==> src/rtl/clk_mon_pkg.sv <==
// clk_mon_pkg: shared state type, default width and high-time check for the clock ratio monitor
package clk_mon_pkg;
  localparam int DEF_WIDTH = 8;
  typedef enum logic [1:0] {IDLE, ARM, MEASURE, LOCKED} state_t;
  // a high time is acceptable at either the floor or the ceiling of half the ratio
  function automatic logic hi_ok(input logic [31:0] hi, input logic [31:0] exp_r);
    return hi == (exp_r >> 1) || hi == ((exp_r + 32'd1) >> 1);
  endfunction
endpackage

==> src/rtl/bit_sync.sv <==
// bit_sync: N-flop reset-to-zero synchronizer for asynchronous single-bit inputs
module bit_sync #(
  parameter int N = 2
) (
  input  logic i_clk,
  input  logic i_rst_n,
  input  logic i_d,
  output logic o_q
);
  logic [N-1:0] ff;
  // shift the asynchronous input through the flop chain
  always_ff @(posedge i_clk or negedge i_rst_n)
    if (!i_rst_n) ff <= '0;
    else ff <= {ff[N-2:0], i_d};
  assign o_q = ff[N-1];
endmodule

==> src/rtl/clk_ratio_monitor.sv <==
// clk_ratio_monitor: measures a divided clock in reference cycles and confirms the programmed ratio
module clk_ratio_monitor
  import clk_mon_pkg::*;
#(
  parameter int WIDTH       = DEF_WIDTH,
  parameter int SYNC_STAGES = 2,
  parameter int LOCK_COUNT  = 4
) (
  input  logic             i_ref_clk,
  input  logic             i_rst_n,
  input  logic             i_mon_clk,
  input  logic             i_en,
  input  logic [WIDTH-1:0] i_exp_ratio,
  output logic [WIDTH-1:0] o_period,
  output logic [WIDTH-1:0] o_high,
  output logic             o_valid,
  output logic             o_lock,
  output logic             o_err,
  output logic             o_timeout
);
  localparam logic [WIDTH-1:0] CNT_MAX = '1;
  localparam logic [3:0] LOCK_N = 4'(LOCK_COUNT);
  state_t state_q, state_d;
  logic mon_sync, mon_prev, rise, fall, active, sat, good, done;
  logic valid_d, err_d, tmo_d, lock_d;
  logic [WIDTH-1:0] cnt, hi, exp_q;
  logic [3:0] match, match_d, match_inc;

  bit_sync #(.N(SYNC_STAGES)) u_sync (
    .i_clk  (i_ref_clk),
    .i_rst_n(i_rst_n),
    .i_d    (i_mon_clk),
    .o_q    (mon_sync)
  );

  assign rise      = mon_sync & ~mon_prev;
  assign fall      = ~mon_sync & mon_prev;
  assign active    = state_q == MEASURE || state_q == LOCKED;
  assign sat       = cnt == CNT_MAX;
  assign good      = cnt == exp_q && !sat && hi_ok(32'(hi), 32'(exp_q));
  assign match_inc = match + 4'd1;
  assign done      = good && match_inc == LOCK_N;

  // state register
  always_ff @(posedge i_ref_clk or negedge i_rst_n)
    if (!i_rst_n) state_q <= IDLE;
    else state_q <= state_d;

  // next state: disable wins, a rise beats a simultaneous saturation
  always_comb begin
    state_d = state_q;
    if (!i_en) state_d = IDLE;
    else
      case (state_q)
        IDLE:    state_d = i_exp_ratio > WIDTH'(1) ? ARM : IDLE;
        ARM:     state_d = rise ? MEASURE : ARM;
        MEASURE: state_d = rise ? (done ? LOCKED : MEASURE) : sat ? ARM : MEASURE;
        LOCKED:  state_d = rise ? (good ? LOCKED : MEASURE) : sat ? ARM : LOCKED;
      endcase
  end

  // event pulses, lock flag and good-period run length for the coming cycle
  always_comb begin
    valid_d = i_en && active && rise;
    err_d   = valid_d && state_q == LOCKED && !good;
    tmo_d   = i_en && active && !rise && sat;
    lock_d  = (!i_en || err_d || tmo_d) ? 1'b0 : (valid_d && state_q == MEASURE && done) ? 1'b1 : o_lock;
    match_d = (!i_en || state_q == IDLE || tmo_d || (valid_d && !good)) ? 4'd0 :
              (valid_d && state_q == MEASURE) ? match_inc : match;
  end

  // period/high counters, captured ratio and registered outputs
  always_ff @(posedge i_ref_clk or negedge i_rst_n)
    if (!i_rst_n) begin
      mon_prev  <= 1'b0;
      cnt       <= '0;
      hi        <= '0;
      exp_q     <= '0;
      match     <= '0;
      o_period  <= '0;
      o_high    <= '0;
      o_valid   <= 1'b0;
      o_lock    <= 1'b0;
      o_err     <= 1'b0;
      o_timeout <= 1'b0;
    end else begin
      mon_prev  <= mon_sync;
      cnt       <= !i_en ? '0 : state_q == IDLE ? cnt : rise ? WIDTH'(1) : sat ? cnt : cnt + WIDTH'(1);
      hi        <= !i_en ? '0 : (active && fall) ? cnt : hi;
      exp_q     <= (state_q == IDLE && state_d == ARM) ? i_exp_ratio : exp_q;
      match     <= match_d;
      o_period  <= !i_en ? '0 : valid_d ? cnt : o_period;
      o_high    <= !i_en ? '0 : valid_d ? hi : o_high;
      o_valid   <= valid_d;
      o_lock    <= lock_d;
      o_err     <= err_d;
      o_timeout <= tmo_d;
    end
endmodule

==> config.mk <==
export PLATFORM = sky130hd
export DESIGN_NAME = clk_ratio_monitor
export DESIGN_NICKNAME = d
export VERILOG_FILES = /design/src/rtl/clk_mon_pkg.sv /design/src/rtl/bit_sync.sv /design/src/rtl/clk_ratio_monitor.sv
export SDC_FILE = /design/constraint.sdc
export NUM_CORES = 1
export LEC_CHECK = 0
export ABC_AREA = 1
export CAP_MARGIN = 5
export CORE_MARGIN = 4
export CORE_UTILIZATION = 50
export CTS_CLUSTER_SIZE = 25
export DETAILED_ROUTE_END_ITERATION = 8
export GPL_TIMING_DRIVEN = 0
export PLACE_DENSITY_LB_ADDON = 0.1
export SLEW_MARGIN = 0
export SYNTH_ARGS = -nofsm -noshare
export SYNTH_HDL_FRONTEND = slang
export SYNTH_SLANG_ARGS = --single-unit
==> constraint.sdc <==
create_clock -name i_ref_clk -period 2 [get_ports i_ref_clk]
set_input_delay 0.6 -clock i_ref_clk [delete_from_list [all_inputs] [get_ports i_ref_clk]]
set_output_delay 0.6 -clock i_ref_clk [all_outputs]
set_load 0.03 [all_outputs]
==> impl_metrics.tcl <==
set metrics [dict create \
    cts_tree "built" \
    clock_latency_ps 310 \
    required_ps 1400 \
    max_stage_delay_ps 690 \
    synth_cells 337 \
    cap_violations 0 \
    overflow 0 \
    slew_headroom_pct 65.7 \
    drive_gt1_share_pct 14.2 \
    die-area_mm2 0.00686 \
    core-area_mm2 0.00527 \
    placed_area_mm2 0.00321 \
    grt_pass1_wl_mm 11.2 \
    drc 0 \
    hold_viol 0 \
    crit_chain "clkdlybuf4s50_1" \
    worst-path-buf-inv 1 \
    r2r_cells 12 \
    worst-setup-path-type "reg -> out" \
    end_kind "output pin" \
    drtIter0Drc 140 \
    htree_levels 2 \
    drt-total-wl_mm 6.66 \
    synthAdderAreaFrac_pct 1.79 \
    setup_viol 0 \
    synthXorXnorAreaFrac_pct 5.01 \
    fin_skew_ps 12.1 \
    synth-seq-cells 53 \
    synth_top_area_share_pct 47.4 \
    synth_compound_gate_area_share_pct 10.4 \
    ys_warn_count 0 \
    period_minus_slack_ps 1960 \
    finalNetCount 396 \
    rsz0062_at_grt "yes" \
    cp_top_family "buffers and inverters" \
    n_antenna_cell 0 \
    final_cell_area_mm2 0.00337 \
    pwr_density_cell_mw_per_mm2 665 \
    ys_types 33 \
    drtAntennaViolNets 0 \
    n_fill_cell 495 \
    worst_slew_pin_slew_ps 515 \
    port_buffers 31 \
    synthMuxAreaShare_pct 0.716 \
    arrival_ps 1360 \
    fmax_ghz 0.509 \
    rows 26 \
    power.leakage_nw 1.60 \
    clock-sinks 53 \
    synth_simple_gate_area_share_pct 26.3 \
    reg2reg_to "match[2]$_DFFE_PN0P_" \
    r2r_start "exp_q[1]$_DFFE_PN0P_" \
    hpwlAfterDp_mm 4.91 \
    holdCritPathClass "in -> async" \
    io_pins 32 \
    die_x_um 82.8 \
    yosysSeqAreaShare_pct 47.4 \
    grt_max_degree 37 \
    post_drt_wl_per_cell_um 14.8 \
    status "finished clean" \
    peakVddDrop_mv 0.480 \
    start_kind "register" \
    synth_area_mm2 0.00280 \
    gp_congestion 0.842 \
    start_util_pct 53.1 \
    critPathMaxFanout 2 \
    viasPerCell 5.25 \
    path_clk_slew_ps 100 \
    finalNonFillerCells 451 \
    hold_buffers 0 \
    vias 2366 \
    fin_util_pct 63.9 \
    min_period_over_period_pct 98.2 \
    final_max_slew_viol_count 0 \
    yosysTopAreaCell "dfrtp_1" \
    synth_fp_nets 353 \
    r2r_setup_slack_ps 180 \
    dp.cells 439 \
    cp_slowest_cell "clkdlybuf4s50_1" \
    area_growth_pct 20.3 \
    dieHeight_um 82.8 \
    dr.pass1.iters 4 \
    clock_path_buffers 2 \
    synth_top_family_by_area "simple AND/OR/NAND/NOR gates" \
    track_usage_pct 19.8 \
    grt_pass1_vias 2384 \
    antenna_found_initial 0 \
    cts-buffers-inserted 5 \
    yosys-top-cells-area "dfrtp_1 (47%), nand2_1 (8.9%), nand3_1 (5.2%), inv_1 (4.8%), o21ai_1 (3.4%)" \
    root_buffer "clkbuf_8" \
    avgSynthCellArea_um2 8.30 \
]
cell families after synthesis:
| kind of cell | count (synthesis) |
|---|---|
| muxes | 2 |
| adders and majority gates | 4 |
| and+or+nand+nor | 152 |
| DFF | 53 |
| buffers and inverters | 57 |
| AOI/OAI and AO/OA | 53 |
| xor gates and xnor gates | 16 |
worst max path at each step:
stage,startpoint,to,slack [ps],cells past startpoint
floorplan,exp_q[1]$_DFFE_PN0P_,match[0]$_DFFE_PN0P_,420,12
global placement,i_rst_n,exp_q[5]$_DFFE_PN0P_,-1240,1
detailed placement,i_en,hi[1]$_DFFE_PN0P_,-320,5
CTS,o_period[2]$_DFFE_PN0P_,o_period[2],30,1
global route,exp_q[0]$_DFFE_PN0P_,match[1]$_DFFE_PN0P_,-6,12
finish,o_high[1]$_DFFE_PN0P_,o_high[1],40,1
layer usage:
| layer | vias to the layer above | routed length (um) | GRT usage (%) |
|---|---|---|---|
| met2 | 47 | 3230 | 32.9 |
| met1 | 1126 | 3090 | 26.0 |
| met3 | 14 | 197 | 3.56 |
| li1 | 1179 | - | - |
| met5 | - | 0 | 0 |
| met4 | 0 | 140 | 6.69 |
repair_timing:
item	in CTS	in global routing
pin swaps	0	3
resized for setup	1	6
setup endpoints to repair	1	23
setup buffers	0	4
flip-flops by register name, summed over array words and instances, names as in the netlist:
register	count
o_high	8
match	4
state_q	2
o_lock	1
cnt	8
o_err	1
hi	8
o_valid	1
o_period	8
u_sync.ff	2
mon_prev	1
o_timeout	1
exp_q	8
placed cells by master, fill, tap and decap left out, types with 3 or more instances in the layout:
cell type / n
a21oi_1: 10
buf_2: 3
buf_4: 8
clkbuf_1: 4
clkbuf_8: 7
clkdlybuf4s50_1: 28
dfrtp_1: 51
ha_1: 3
inv_1: 36
inv_2: 7
nand2_1: 66
nand2_2: 6
nand3_1: 29
nand4_1: 4
nor2_1: 24
nor2_2: 6
nor3_1: 6
o21ai_0: 12
o21ai_1: 19
o22ai_1: 10
xnor2_1: 6
xor2_1: 10
synthesized netlist by cell type (all sizes together):
master,number
buf,6
o21ai,31
clkbuf,5
a41oi,1
ha,4
or2,1
inv,43
nor3b,1
mux2i,2
nor2,31
nand3b,1
xnor2,6
nand2,74
a21oi,10
o22ai,10
clkinv,3
nand4,4
xor2,10
nand3,31
nor3,9
dfrtp,53
a31oi,1
cell type report:
class | count | area (um^2) | share of cell area, %
Buffer | 11 | 60.1 | 1.78
Clock buffer | 7 | 96.3 | 2.86
Timing Repair Buffer | 36 | 360 | 10.7
Sequential cell | 53 | 1330 | 39.5
Tap cell | 70 | 87.6 | 2.60
Clock inverter | 1 | 5.00 | 0.149
Inverter | 46 | 178 | 5.28
Multi-Input combinational cell | 227 | 1250 | 37.1
stage by stage:
| step | total power (W) | hold slack, ps | setup slack [ps] | TNS [ps] |
|---|---|---|---|---|
| global route | 0.00235 | 234 | -6.31 | -6.31 |
| CTS | 0.00221 | 226 | 30.1 | 0 |
| finish | 0.00224 | 214 | 35.2 | 0 |
| global placement | 0.00155 | 336 | -1240 | -73160 |
| floorplan | 0.00144 | 304 | 418 | 0 |
| detailed placement | 0.00156 | 341 | -321 | -8400 |
power by group:
part / leakage (nW) / switching (W) / internal (W)
combinational: 0.838 / 0.000256 / 0.000169
clock: 0.0542 / 0.000349 / 0.000314
sequential: 0.711 / 0.0000380 / 0.00111
Power figures use the tool's default switching activity.
